===== src/rtl/voice_sequencer.sv =====
`default_nettype none
// +------------------------------------------------------------------------+
// | Module   : voice_sequencer                                             |
// | Purpose  : Per-sample voice sequencer and mixer. Walks NUM_VOICES       |
// |            voices through a shared generator, scales each raw wave by  |
// |            its envelope, sums with saturation and hands the sample to  |
// |            a valid/ready output.                                       |
// | Revision : 1.0 - initial parametrised release                          |
// +------------------------------------------------------------------------+
module voice_sequencer #(
  parameter  int NUM_VOICES = 3,
  parameter  int WAVE_W     = 10,
  parameter  int ENV_W      = 8,
  parameter  int OUT_W      = 16,
  parameter  int TIMEOUT    = 255,
  localparam int IDX_W      = (NUM_VOICES > 1) ? $clog2(NUM_VOICES) : 1
) (
  input  logic                        clk_i,
  input  logic                        rst_ni,
  input  logic                        sample_tick_i,
  input  logic [NUM_VOICES*16-1:0]    freq_i,
  input  logic [NUM_VOICES*12-1:0]    pw_i,
  input  logic [NUM_VOICES*4-1:0]     wave_sel_i,
  input  logic [NUM_VOICES*ENV_W-1:0] env_i,
  input  logic                        voice_ready_i,
  input  logic [WAVE_W-1:0]           voice_wave_i,
  output logic                        voice_start_o,
  output logic [IDX_W-1:0]            voice_idx_o,
  output logic [15:0]                 voice_freq_o,
  output logic [11:0]                 voice_pw_o,
  output logic [3:0]                  voice_wave_o,
  output logic                        audio_valid_o,
  input  logic                        audio_ready_i,
  output logic [OUT_W-1:0]            audio_o,
  output logic                        overrun_o,
  output logic                        timeout_o
);

  // Accumulator carries enough headroom that summing every voice never wraps.
  localparam int ACC_W  = OUT_W + $clog2(NUM_VOICES) + 1;
  localparam int PROD_W = WAVE_W + ENV_W + 1;
  localparam int SHIFT  = OUT_W - WAVE_W - 1;
  localparam int CNT_W  = $clog2(TIMEOUT + 1);

  localparam logic [IDX_W-1:0]        LAST_IDX = IDX_W'(NUM_VOICES - 1);
  localparam logic [CNT_W-1:0]        CNT_LAST = CNT_W'(TIMEOUT - 1);
  localparam logic [WAVE_W:0]         WAVE_MID = {2'b01, {(WAVE_W-1){1'b0}}};
  localparam logic signed [ACC_W-1:0] SAT_MAX  = {{(ACC_W-OUT_W+1){1'b0}}, {(OUT_W-1){1'b1}}};
  localparam logic signed [ACC_W-1:0] SAT_MIN  = {{(ACC_W-OUT_W+1){1'b1}}, {(OUT_W-1){1'b0}}};

  typedef enum logic [1:0] {
    IDLE   = 2'd0,
    START  = 2'd1,
    WAIT   = 2'd2,
    OUTPUT = 2'd3
  } state_t;

  state_t                   state, state_next;
  logic [IDX_W-1:0]         idx, idx_next;
  logic signed [ACC_W-1:0]  acc, acc_next;
  logic [CNT_W-1:0]         tcnt, tcnt_next;
  logic [OUT_W-1:0]         audio, audio_next;
  logic                     valid, valid_next;

  logic [15:0]              cur_freq;
  logic [11:0]              cur_pw;
  logic [3:0]               cur_sel;
  logic [ENV_W-1:0]         cur_env;

  logic signed [WAVE_W:0]   wave_s;
  logic signed [ENV_W:0]    env_s;
  logic signed [PROD_W-1:0] prod;
  logic signed [WAVE_W:0]   scaled;
  logic signed [ACC_W-1:0]  scaled_ext;
  logic signed [ACC_W-1:0]  contrib;
  logic signed [ACC_W-1:0]  acc_sum;
  logic                     last_voice;
  logic                     timeout_hit;
  logic                     unused_prod_lsbs;

  function automatic logic [OUT_W-1:0] saturate(input logic signed [ACC_W-1:0] v);
    if (v > SAT_MAX) begin
      return SAT_MAX[OUT_W-1:0];
    end else if (v < SAT_MIN) begin
      return SAT_MIN[OUT_W-1:0];
    end
    return v[OUT_W-1:0];
  endfunction

  // Select the per-voice controls of the voice currently addressed by idx.
  always_comb begin
    cur_freq = '0;
    cur_pw   = '0;
    cur_sel  = '0;
    cur_env  = '0;
    for (int v = 0; v < NUM_VOICES; v++) begin
      if (idx == IDX_W'(v)) begin
        cur_freq = freq_i[v*16 +: 16];
        cur_pw   = pw_i[v*12 +: 12];
        cur_sel  = wave_sel_i[v*4 +: 4];
        cur_env  = env_i[v*ENV_W +: ENV_W];
      end
    end
  end

  // Centre the raw wave, scale by envelope (floor divide by 2^ENV_W via the
  // arithmetic bit select) and align to the output sample's MSB range.
  assign wave_s           = $signed({1'b0, voice_wave_i} - WAVE_MID);
  assign env_s            = $signed({1'b0, cur_env});
  assign prod             = PROD_W'(wave_s) * PROD_W'(env_s);
  assign scaled           = $signed(prod[PROD_W-1:ENV_W]);
  assign unused_prod_lsbs = ^prod[ENV_W-1:0];
  assign scaled_ext       = ACC_W'(scaled);
  assign contrib          = scaled_ext <<< SHIFT;

  assign last_voice  = (idx == LAST_IDX);
  assign timeout_hit = (state == WAIT) && !voice_ready_i && (tcnt == CNT_LAST);
  assign acc_sum     = acc + (voice_ready_i ? contrib : '0);

  assign voice_start_o = (state == START) && (cur_sel != 4'd0);
  assign timeout_o     = timeout_hit;
  assign overrun_o     = sample_tick_i && (state != IDLE);
  assign voice_idx_o   = idx;
  assign voice_freq_o  = cur_freq;
  assign voice_pw_o    = cur_pw;
  assign voice_wave_o  = cur_sel;
  assign audio_o       = audio;
  assign audio_valid_o = valid;

  // Next-state and datapath update for the sequencing FSM.
  always_comb begin
    state_next = state;
    idx_next   = idx;
    acc_next   = acc;
    tcnt_next  = tcnt;
    audio_next = audio;
    valid_next = valid;
    case (state)
      IDLE: begin
        if (sample_tick_i) begin
          acc_next   = '0;
          idx_next   = '0;
          state_next = START;
        end
      end
      START: begin
        if (cur_sel != 4'd0) begin
          tcnt_next  = '0;
          state_next = WAIT;
        end else if (last_voice) begin
          audio_next = saturate(acc);
          valid_next = 1'b1;
          state_next = OUTPUT;
        end else begin
          idx_next = idx + IDX_W'(1);
        end
      end
      WAIT: begin
        if (voice_ready_i || timeout_hit) begin
          acc_next = acc_sum;
          if (last_voice) begin
            audio_next = saturate(acc_sum);
            valid_next = 1'b1;
            state_next = OUTPUT;
          end else begin
            idx_next   = idx + IDX_W'(1);
            state_next = START;
          end
        end else begin
          tcnt_next = tcnt + CNT_W'(1);
        end
      end
      OUTPUT: begin
        if (valid && audio_ready_i) begin
          valid_next = 1'b0;
          state_next = IDLE;
        end
      end
      default: state_next = IDLE;
    endcase
  end

  // State and datapath registers; reset abandons any sample in flight.
  always_ff @(posedge clk_i or negedge rst_ni) begin
    if (!rst_ni) begin
      state <= IDLE;
      idx   <= '0;
      acc   <= '0;
      tcnt  <= '0;
      audio <= '0;
      valid <= 1'b0;
    end else begin
      state <= state_next;
      idx   <= idx_next;
      acc   <= acc_next;
      tcnt  <= tcnt_next;
      audio <= audio_next;
      valid <= valid_next;
    end
  end

endmodule
`default_nettype wire


===== config.mk =====
export PLATFORM = sky130hd
export DESIGN_NAME = voice_sequencer
export DESIGN_NICKNAME = d
export VERILOG_FILES = /design/src/rtl/voice_sequencer.sv
export SDC_FILE = /design/constraint.sdc
export NUM_CORES = 1
export LEC_CHECK = 0
export CORE_AREA = 2 2 95 165
export CTS_CLUSTER_SIZE = 10
export DETAILED_ROUTE_END_ITERATION = 10
export DIE_AREA = 0 0 97 167
export PLACE_DENSITY = 0.78
export SYNTH_ARGS = -nofsm -noshare
export SYNTH_HDL_FRONTEND = slang
export SYNTH_SLANG_ARGS = --single-unit

===== constraint.sdc =====
create_clock -name clk_i -period 7.9 [get_ports clk_i]
set_input_delay 2.37 -clock clk_i [delete_from_list [all_inputs] [get_ports clk_i]]
set_output_delay 2.37 -clock clk_i [all_outputs]
set_load 0.005 [all_outputs]

==> results.cfg, run 1 <==
[status]
status = finished with violations
violations = setup timing

[critical_path]
cp_top_family = compound AO/OA/AOI/OAI gates
cpMostUsedCell = buf_4
required_ps = 8060
r2r_start = voice_idx_o[1]$_DFFE_PN0P_
crit_cells = 36
cp-end-kind = flop
crit_slowest_cell = fa_2
reg2reg_slack_ps = -380
critical_path_buf_inv_count = 13
worst-setup-path-type = primary input to flop
ff2ff_path_depth = 37
cp-start-kind = primary input
cp_max_fo = 6
critPathArrivalTime_ps = 9640
regToRegEndpoint = audio_o[10]$_DFFE_PN0P_
critPathMaxStageDelay_ps = 540

[route]
viasPerCell = 5.47
wl_um = 24200
postRouteAntennaNets = 0
dr_total_vias = 7221
drc = 0
firstDrtPassIters = 5
drt_iter0_drc = 358
post_drt_wl_per_cell_um = 18.3

[timing]
finalMaxSlewViolations = 0
finalCriticalPeriod_ps = 9480
worst_slew_pin_slew_ps = 875
maxSlewHeadroom_pct = 41.2
finalCritPeriodShare_pct = 120
setup_viol = 21
fmax_ghz = 0.105
rsz0062_at_grt = yes
hold_viol = 0
finClkSkew_ps = 6.33
fin_ws_ps = -1580

[grt]
antenna_found_initial = 1
grt_max_degree = 52
gr-total-overflow = 0
grt_pass1_vias = 7398
grt.total_usage_pct = 27.7
grt_first_pass_wirelength_um = 36800

[logic_synthesis]
ys_seq_area_share_pct = 14.9
synth_edf_count = 0
ys_types = 68
ys_ff_latch = 39
synthArstFlopShare_pct = 100
synth-main-ff-cell = dfrtp_1
syn_area_sq_um = 6540
syn_avg_cell_area_sq_um = 8.16
synthesis.nets = 1058
synth_cells = 801
ys.warnings.count = 0

[die]
start_util_pct = 44.0
die_area_sq_um = 16200
rows = 59
io_pins = 189
fp.dieW_um = 97
core_area_sq_um = 14800
die_h_um = 167

[clock_tree]
cts_hold_buf = 0
numCtsBuffers = 5
htree_num_levels = 2
cts_tree = built
clock-sinks = 39
worstSkewPairLatency_ps = 290
clkTransAtPathRegs_ps = 50
cts_buffer_depth = 2
root_buffer = clkbuf_16

[final_layout]
drive_above_1_share_pct = 27.5
layout_commonest_cell = buf_4
fin_nets = 1392
area_growth_pct = 61.7
fillCellCount = 1039
mostFrequentLayoutCells = buf_4, clkdlybuf4s50_1, inv_1
post-route-cell-area_sq_um = 10600

[flow_run]
cap_violations = 0

[place]
dpl.hpwl_um = 17200
place_area_sq_um = 9460
gp_congestion = 0.861
port_buffers = 188
pre_cts_ws_ps = -2150

[min_path]
holdCritPathClass = flop to flop
min-delay-start = audio_o[15]$_DFFE_PN0P_
worstHoldPathCells = 1
min_to = audio_o[15]$_DFFE_PN0P_
worst max-delay path by stage:
stage / slack [ps] / startpoint / to
finish: -1580 / env_i[16] / audio_o[10]$_DFFE_PN0P_
global route: -1830 / env_i[3] / audio_o[10]$_DFFE_PN0P_
detailed placement: -2150 / env_i[2] / audio_o[8]$_DFFE_PN0P_
CTS: -1290 / env_i[4] / audio_o[11]$_DFFE_PN0P_
floorplan: -1110 / env_i[3] / audio_o[10]$_DFFE_PN0P_
global placement: -1960 / env_i[2] / audio_o[7]$_DFFE_PN0P_
area by class of cell:
cell class / count / area, sq um / share of cell area (%)
inverters: 116 / 435 / 4.12
diodes: 1 / 2.50 / 0.0237
multi-input cells: 615 / 5590 / 52.9
well taps: 183 / 229 / 2.17
clock buffers: 6 / 139 / 1.31
clock inverters: 2 / 35.0 / 0.332
flip-flops and latches: 39 / 976 / 9.24
repair buffers: 358 / 3160 / 29.9
state kept, by name (all words and copies together), names as in the netlist:
name           cells
acc               14
audio_o           12
tcnt               8
state              2
voice_idx_o        2
audio_valid_o      1
per-layer routing:
layer | part of all wire (%) | vias up | track usage [%]
met5 | 0 | - | 0
met4 | 4.5 | 0 | 10.4
met3 | 5.7 | 89 | 2.81
met2 | 54 | 289 | 52.7
met1 | 36 | 3486 | 31.5
li1 | - | 3357 | -
kinds of logic after synthesis:
family | Yosys count | share of synthesized area [%]
muxes | 6 | 1.01
xor gates and xnor gates | 26 | 3.48
AOI/OAI and AO/OA | 192 | 20.0
and+or+nand+nor | 266 | 20.4
adders and majority gates | 122 | 30.9
buffers and inverters | 150 | 9.19
DFF | 39 | 14.9
Yosys cell counts, types with 7 or more instances:
cell / count / area [sq um]
a21o_1: 7 / 52.6
a21oi_1: 38 / 190
a22oi_1: 34 / 255
and2_1: 54 / 338
clkbuf_1: 22 / 82.6
dfrtp_1: 39 / 976
fa_1: 66 / 1320
ha_1: 56 / 701
inv_1: 116 / 435
nand2_1: 102 / 383
nand3_1: 11 / 55.1
nor2_1: 39 / 146
nor2b_1: 12 / 75.1
nor3_1: 11 / 55.1
o21ai_0: 51 / 255
o21ai_1: 8 / 40.0
o32a_1: 9 / 90.1
xnor2_1: 16 / 140
xor2_1: 10 / 87.6
stage by stage:
step / setup TNS [ps] / hold WS, ps / utilization, % / std cells
after global placement: -32980 / 503 / 63.8 / 1252
after global routing: -29590 / 527 / 71.2 / 1320
final: -23920 / 507 / 71.2 / 1320
after CTS: -18790 / 507 / 68.8 / 1304
after floorplan: -14300 / 470 / - / 801
after detailed placement: -36770 / 493 / 63.8 / 1252
repair_timing:
item,CTS,global route
cloned,2,1
endpoints found under the setup margin,23,23
gates resized for setup,125,58
buffers inserted,45,16
hold endpoints to repair,0,0
pin swaps,55,40
Power of run 1 is not shown: default switching activity piles up to over one toggle a cycle in this logic, so the estimate is an artifact.
==> inputs of run 2 (changes only) <==
--- a/config.mk
+++ b/config.mk
@@ -10,6 +10,7 @@
 export DETAILED_ROUTE_END_ITERATION = 10
 export DIE_AREA = 0 0 97 167
 export PLACE_DENSITY = 0.78
+export RECOVER_POWER = 100
 export SYNTH_ARGS = -nofsm -noshare
 export SYNTH_HDL_FRONTEND = slang
 export SYNTH_SLANG_ARGS = --single-unit
==> results.cfg, run 2 (synthesis results as in run 1) <==
[place]
dpl.hpwl_um = 17200
gp_congestion = 0.861
port_buffers = 188
placed_cells = 1252
pre_cts_ws_ps = -2150

[die]
core_area_sq_um = 14800
fp.dieW_um = 97
die_area_sq_um = 16200
start_util_pct = 44.0
rows = 59
io_pins = 189
die_h_um = 167

[timing]
maxSlewHeadroom_pct = -38.4
fmax_ghz = 0.105
finalMaxSlewViolations = 40
rsz0062_at_grt = yes
setup_viol = 21
fin_ws_ps = -1600
worst_slew_pin_slew_ps = 2080
finClkSkew_ps = 5.95
finalCritPeriodShare_pct = 120
hold_viol = 0
finalCriticalPeriod_ps = 9500

[clock_tree]
clock-sinks = 39
cts_tree = built
cts_hold_buf = 0
clkTransAtPathRegs_ps = 50
htree_num_levels = 2
root_buffer = clkbuf_16
numCtsBuffers = 5
cts_buffer_depth = 2
worstSkewPairLatency_ps = 290

[flow_run]
cap_violations = 1

[route]
drc = 0
firstDrtPassIters = 5
postRouteAntennaNets = 0
viasPerCell = 5.47
post_drt_wl_per_cell_um = 18.3
dr_total_vias = 7214
drt_iter0_drc = 362
wl_um = 24200

[critical_path]
cpMostUsedCell = buf_4
required_ps = 8060
cp_top_family = compound AO/OA/AOI/OAI gates
worst-setup-path-type = primary input to flop
crit_slowest_cell = fa_2
cp_max_fo = 6
cp-end-kind = flop
cp-start-kind = primary input
critPathMaxStageDelay_ps = 540
critical_path_buf_inv_count = 13
critPathArrivalTime_ps = 9660

[grt]
antenna_found_initial = 1
gr-total-overflow = 0
grt_pass1_vias = 7398
grt_max_degree = 52
grt_first_pass_wirelength_um = 36800
grt.total_usage_pct = 27.7

[final_layout]
largest_register_ffs = 14
largest-register = acc
mostFrequentLayoutCells = buf_4, clkdlybuf4s50_1, inv_1
layout_commonest_cell = buf_4
final_cells = 1320
final_core_util_pct = 71.2
drive_above_1_share_pct = 27.4
fin_nets = 1392
area_growth_pct = 61.7

[status]
violations = capacitance limit, slew limit, setup timing
status = finished with violations

[min_path]
holdCritPathClass = flop to flop
-- run 2: changes by cell type in the layout (fill, tap and decap cells not counted) --
cell / delta
clkdlybuf4s50_1: -20
dlygate4sd3_1: +20
clkbuf_1: +1
buf_2: -1
-- run 2: final cells by class --
cell class / count / area, sq um
antenna: 1 / 2.50
clock buffer: 6 / 139
clock inverter: 2 / 35.0
fill: 1038 / 4270
inverter: 116 / 435
multi-input combinational: 615 / 5590
sequential: 39 / 976
tap: 183 / 229
timing repair buffer: 358 / 3160
-- run 2: what timing repair did --
item	in CTS	in global routing
setup endpoints to repair	23	23
pin swaps	55	40
cloned	2	1
gates resized for setup	125	58
setup buffers	45	16
-- run 2: path summary, 6_finish.rpt --
path / from / endpoint / slack [ps] / cells after the start
min: audio_o[15]$_DFFE_PN0P_ / audio_o[15]$_DFFE_PN0P_ / 500 / 1
min reg2reg: audio_o[15]$_DFFE_PN0P_ / audio_o[15]$_DFFE_PN0P_ / 500 / 1
max: env_i[16] / audio_o[10]$_DFFE_PN0P_ / -1600 / 36
max in group asynchronous: rst_ni / audio_o[9]$_DFFE_PN0P_ / 4030 / 1
max reg2reg: voice_idx_o[1]$_DFFE_PN0P_ / audio_o[10]$_DFFE_PN0P_ / -400 / 37
min in group asynchronous: rst_ni / audio_valid_o$_DFFE_PN0P_ / 2670 / 1
-- run 2: per-layer routing --
metal	up-vias	GRT usage [%]	wire length [um]
met4	0	10.4	1110
met3	92	2.81	1300
met2	294	52.7	13100
met5	-	0	0
met1	3472	31.5	8710
li1	3356	-	-
-- run 2: through the flow --
| stage | instance area [sq um] | TNS [ps] | hold slack (ps) |
|---|---|---|---|
| floorplan | 6660 | -14300 | 470 |
| global placement | 9460 | -32980 | 503 |
| detailed placement | 9460 | -36770 | 493 |
| CTS | 10200 | -18790 | 507 |
| global route | 10600 | -29590 | 522 |
| finish | 10600 | -23960 | 499 |
Power of run 2 is left out for the same reason.
==> inputs of run 3 (changes only) <==
--- a/config.mk
+++ b/config.mk
@@ -5,6 +5,7 @@
 export SDC_FILE = /design/constraint.sdc
 export NUM_CORES = 1
 export LEC_CHECK = 0
+export CAP_MARGIN = 5
 export CORE_AREA = 2 2 95 165
 export CTS_CLUSTER_SIZE = 10
 export DETAILED_ROUTE_END_ITERATION = 10
==> results of run 3 <==
The final DEF is identical to that of run 2; final timing and power are the same.
Power of run 3 is left out for the same reason.
